$ cat src/rtl/rr_encoder_pkg.sv
// rr_encoder shared definitions.
// FSM state encoding and handshake counter width.
package rr_encoder_pkg;

   localparam logic [0:0] IDLE  = 1'b0;
   localparam logic [0:0] GRANT = 1'b1;

   localparam int CNT_W = 16;

endpackage

$ cat src/rtl/rr_encoder_pick.sv
// rr_encoder winner search.
// Round-robin from ptr, or fixed highest-index-wins.
module rr_encoder_pick
   import rr_encoder_pkg::*;
#(
   parameter int WIDTH = 8,
   parameter int RR    = 1,
   parameter int OUT_W = $clog2(WIDTH)
) (
   input  logic [WIDTH-1:0] req,
   input  logic [OUT_W-1:0] ptr,
   output logic [OUT_W-1:0] win,
   output logic             any
);

   int j;

   // Select the winning index; smallest offset from ptr wins in RR mode
   always_comb begin
      win = '0;
      any = |req;
      j   = 0;
      if (RR != 0) begin
         for (int i = WIDTH - 1; i >= 0; i--) begin
            j = int'(ptr) + i;
            if (j >= WIDTH) j = j - WIDTH;
            if (req[j]) win = OUT_W'(j);
         end
      end else begin
         for (int i = 0; i < WIDTH; i++) begin
            if (req[i]) win = OUT_W'(i);
         end
      end
   end

endmodule

$ cat src/rtl/rr_encoder.sv
// rr_encoder: registered request arbiter with valid/ready output.
// Optional handshake counter enabled by RR_ENCODER_CNT_EN.
module rr_encoder
   import rr_encoder_pkg::*;
#(
   parameter int WIDTH = 8,
   parameter int RR    = 1
) (
   input  logic                     clk,
   input  logic                     rst_n,
   input  logic [WIDTH-1:0]         req,
   input  logic                     ready,
   output logic [$clog2(WIDTH)-1:0] out,
   output logic                     valid
`ifdef RR_ENCODER_CNT_EN
   ,
   output logic [CNT_W-1:0]         grant_cnt
`endif
);

   localparam int OUT_W = $clog2(WIDTH);

   logic [0:0]       state;
   logic [OUT_W-1:0] ptr;
   logic [OUT_W-1:0] ptr_inc;
   logic [OUT_W-1:0] ptr_src;
   logic [OUT_W-1:0] win;
   logic             any;
   logic             hs;

   assign valid   = (state == GRANT);
   assign hs      = valid & ready;
   assign ptr_inc = (out == OUT_W'(WIDTH - 1)) ? '0
                                              : out + OUT_W'(1);
   // Back-to-back grants search from the post-handshake pointer
   assign ptr_src = hs ? ptr_inc : ptr;

   rr_encoder_pick #(
      .WIDTH (WIDTH),
      .RR    (RR),
      .OUT_W (OUT_W)
   ) u_pick (
      .req (req),
      .ptr (ptr_src),
      .win (win),
      .any (any)
   );

   // Grant FSM with pointer and winner registers
   always_ff @(posedge clk or negedge rst_n) begin
      if (!rst_n) begin
         state <= IDLE;
         out   <= '0;
         ptr   <= '0;
      end else begin
         unique case (state)
            IDLE: begin
               if (any) begin
                  out   <= win;
                  state <= GRANT;
               end
            end
            GRANT: begin
               if (ready) begin
                  if (RR != 0) ptr <= ptr_inc;
                  if (any) out <= win;
                  else     state <= IDLE;
               end
            end
            default: state <= IDLE;
         endcase
      end
   end

`ifdef RR_ENCODER_CNT_EN
   // Saturating count of accepted grants
   always_ff @(posedge clk or negedge rst_n) begin
      if (!rst_n) begin
         grant_cnt <= '0;
      end else if (hs && (grant_cnt != '1)) begin
         grant_cnt <= grant_cnt + CNT_W'(1);
      end
   end
`else
   // Handshake counter not present in this build
`endif

endmodule

$ cat config.mk
export PLATFORM = sky130hd
export DESIGN_NAME = rr_encoder
export DESIGN_NICKNAME = d
export VERILOG_FILES = /design/src/rtl/rr_encoder_pkg.sv /design/src/rtl/rr_encoder_pick.sv /design/src/rtl/rr_encoder.sv
export SDC_FILE = /design/constraint.sdc
export NUM_CORES = 1
export LEC_CHECK = 0
export ABC_CLOCK_PERIOD_IN_PS = 4100
export CAP_MARGIN = 40
export CORE_MARGIN = 4
export CORE_UTILIZATION = 49
export CTS_BUF_LIST = sky130_fd_sc_hd__clkbuf_8 sky130_fd_sc_hd__clkbuf_16
export CTS_CLUSTER_DIAMETER = 100
export DETAILED_ROUTE_END_ITERATION = 8
export PLACE_DENSITY = 0.75
export SLEW_MARGIN = 20
export SYNTH_ARGS = -nofsm -noshare
export SYNTH_HDL_FRONTEND = slang
export SYNTH_HIERARCHICAL = 1
export SYNTH_SLANG_ARGS = --single-unit
$ cat constraint.sdc
create_clock -name clk -period 4.1 [get_ports clk]
set_input_delay 0.82 -clock clk [delete_from_list [all_inputs] [get_ports clk]]
set_output_delay 0.82 -clock clk [all_outputs]
set_load 0.02 [all_outputs]
==> impl_summary.log <==
INFO  metric clock_insertion_delay_worst_skew = 230 ps
INFO  metric timing.hold.worst_path_depth = 1
INFO  metric routedLengthMet1 = 1090 um
INFO  metric dr_wl_met3 = 152 um
INFO  metric cts-root-to-sink-buffers = 2
INFO  metric critical_path_peak_fanout = 8
INFO  metric rsz_0062_raised_after_global_routing = no
INFO  metric final-setup-viol-count = 0
INFO  metric first_global_vias = 926
INFO  metric final-max-slew-violation-count = 0
INFO  metric nNetsFinal = 140
INFO  metric seq_area_frac_synth = 15.9%
INFO  metric grt-ovfl-total = 0
INFO  metric num_rows = 16
INFO  metric postRouteWirelength = 2500 um
INFO  metric max_cap_viol_count = 0
INFO  metric period_share = 92.3%
INFO  metric dr_drc_count = 0
INFO  metric detailroute.wirelength.met2 = 1250 um
INFO  metric most_common_cell_after_layout_fill_and_taps_aside = clkdlybuf4s50_1
INFO  metric min-delay-start = out[1]
INFO  metric grtUsageTotal = 17.5%
INFO  metric ff_latch_area = 175 um^2
INFO  metric synth_area_per_cell = 10.3 um^2
INFO  metric grt_pass1_wl = 4400 um
INFO  metric max_slew_margin = 64.1%
INFO  metric clockRootBuffer = clkbuf_8
INFO  metric setup-tns-final = 0 ps
INFO  metric layout-area-overhead-vs-synth = 20.4%
INFO  metric mostFrequentLayoutCells = clkdlybuf4s50_1, nand2_1, mux4_2
INFO  metric initial_utilization = 53.8%
INFO  metric drive_above_1_share = 23.4%
INFO  metric die_h = 55.4 um
INFO  metric total_of_cells_resized_after_clock_tree_synthesis = 0
INFO  metric cts.reportedPaths.clkPinSlew = 40 ps
INFO  metric ios = 15
INFO  metric clock_tree.htree_level_count = 1
INFO  metric crit-reg2reg-launch = out[0]
INFO  metric antennaDiodeCount = 0
INFO  metric syn-instance-count = 107
INFO  metric distinct_cells_synth = 37
INFO  metric status = completed
INFO  metric detailedRoute.firstPassIterationCount = 4
INFO  metric numClockSinks = 7
INFO  metric worstMarginPinSlew = 523 ps
INFO  metric netlist_area = 0.00110 mm^2
INFO  metric critical_path.endpoint_type = flip-flop
INFO  metric cts_inserted_buffers = 3
INFO  metric final_antenna_net_count = 0
INFO  metric synth_area_leader_cell = mux4_2
INFO  metric n_fill_cell = 167
INFO  metric reg2regPathDepth = 10
INFO  metric critical_path.reg2reg.endpoint = out[0]
INFO  metric yosys_warnings = 6
INFO  metric number_of_antenna_violations_at_the_first_check_in_global_routing = 0
INFO  metric synth_seq_cells = 7
INFO  metric cts_post_setup_buffers_inserted = 0
INFO  metric detailedRoute.firstIterationViolations = 27
INFO  metric top_layer = met4
INFO  metric synthesized_netlist_net_count = 122
INFO  metric core_area = 0.00204 mm^2
INFO  metric ctsHoldBuffers = 0
INFO  metric critPathRequiredTime = 4210 ps
INFO  metric holdPathEnd = out[1]
INFO  metric detailed_place_hpwl = 1920 um
INFO  metric path_class = primary input to flip-flop
INFO  metric arrival_time_at_the_worst_endpoint = 3900 ps
INFO  metric worst_hold_slack = 545 ps
INFO  metric place_congestion = 0.920
INFO  metric timing_hold_violations_final = 0
INFO  metric cp-start-kind = primary input
INFO  metric maximum_number_of_pins_on_one_net_before_global_route_repair = 18
INFO  metric final.min_clock_period = 3790 ps
INFO  metric multi_input_comb_area = 876 um^2
INFO  metric yosys-top-cells-area = mux4_2, dfrtp_1, mux2_4
INFO  metric die_x = 55.4 um
INFO  metric detail_route.vias_per_cell = 6.54
INFO  metric rrSetupSlack = 640 ps
INFO  metric cts_tree = yes
INFO  metric hold_class = flip-flop to flip-flop
INFO  metric fp.dieArea = 0.00306 mm^2
INFO  metric vias = 987
INFO  metric highest_clock_rate = 0.264 GHz
INFO  metric place.port_buffers = 14
INFO  metric final_core_utilization = 64.8%
INFO  metric skew = 1.98 ps
INFO  metric netlist.area_leader.share = 18.5%
INFO  metric routed_len_inst = 16.6 um
==> critical path, stage by stage <==
cell	delay [ps]
clkdlybuf4s50_1	480
nand2_1	130
o31ai_2	240
inv_1	130
ha_1	480
mux4_2	430
mux2_4	310
o311a_1	330
o311a_1	290
mux2_4	260
==> kinds of logic after synthesis <==
group / synth area share, %
xor gates and xnor gates: 3.19
buffers and inverters: 4.78
and+or+nand+nor: 11.5
adders and majority gates: 4.56
DFF: 15.9
muxes: 41.5
AOI/OAI and AO/OA: 18.6
==> metal layers <==
metal / vias to the layer above / GRT usage (%)
li1: 458 / -
met1: 492 / 24.5
met2: 35 / 27.0
met3: 2 / 3.73
met4: 0 / 5.21
met5: - / 0
==> per-stage QoR <==
step | setup slack, ps | area, um^2 | cells
finish | 314 | 1320 | 151
CTS | 325 | 1320 | 151
global route | 184 | 1320 | 151
global placement | 194 | 1280 | 147
floorplan | 85.1 | 1100 | 107
detailed placement | 84.8 | 1280 | 147
==> Yosys cell counts <==
master     instances
o21ai_0            4
mux2_4             6
xnor2_1            1
and2_1             1
nand2_1           10
or2b_1             1
o2111a_1           1
nand3_1            1
ha_1               4
mux4_1             3
clkbuf_1           1
o211ai_1           1
mux2_2             3
a31oi_1            1
dfrtp_1            7
xor2_1             3
buf_2              3
o31ai_1            2
o32ai_2            1
a211oi_1           1
buf_6              1
a22oi_1            4
inv_1              6
nand2b_1           2
nand2b_2           1
mux2i_1            5
o2bb2ai_1          1
a221oi_1           1
o21ai_1            1
nor4_1             2
o311a_1            2
nand2_2            1
nand3b_1           1
nor2_1             6
o21bai_1           1
mux4_2             9
a21oi_1            8
==> worst max path at each step <==
stage / start / to / slack (ps) / cells past startpoint
after floorplan: out[0] / out[0] / 90 / 14
after global placement: ready / out[0] / 190 / 10
after detailed placement: ready / out[0] / 80 / 10
after CTS: ready / out[0] / 320 / 10
after global routing: ready / out[0] / 180 / 10
final: ready / out[0] / 310 / 10
==> registers in the layout, summed over array words and instances (netlist names) <==
name	count
valid	1
out	3
ptr	3
==> cell type report <==
class	count	area share (%)
clock buffer	3	3.12
clock inverter	1	0.284
inverter	6	1.70
multi-input combinational	89	66.2
sequential	7	13.2
tap	27	2.55
timing repair buffer	18	12.9
Power is left out: the tool's default activity adds up to more than one toggle a clock period on the data nets, which glitch-free logic cannot reach.
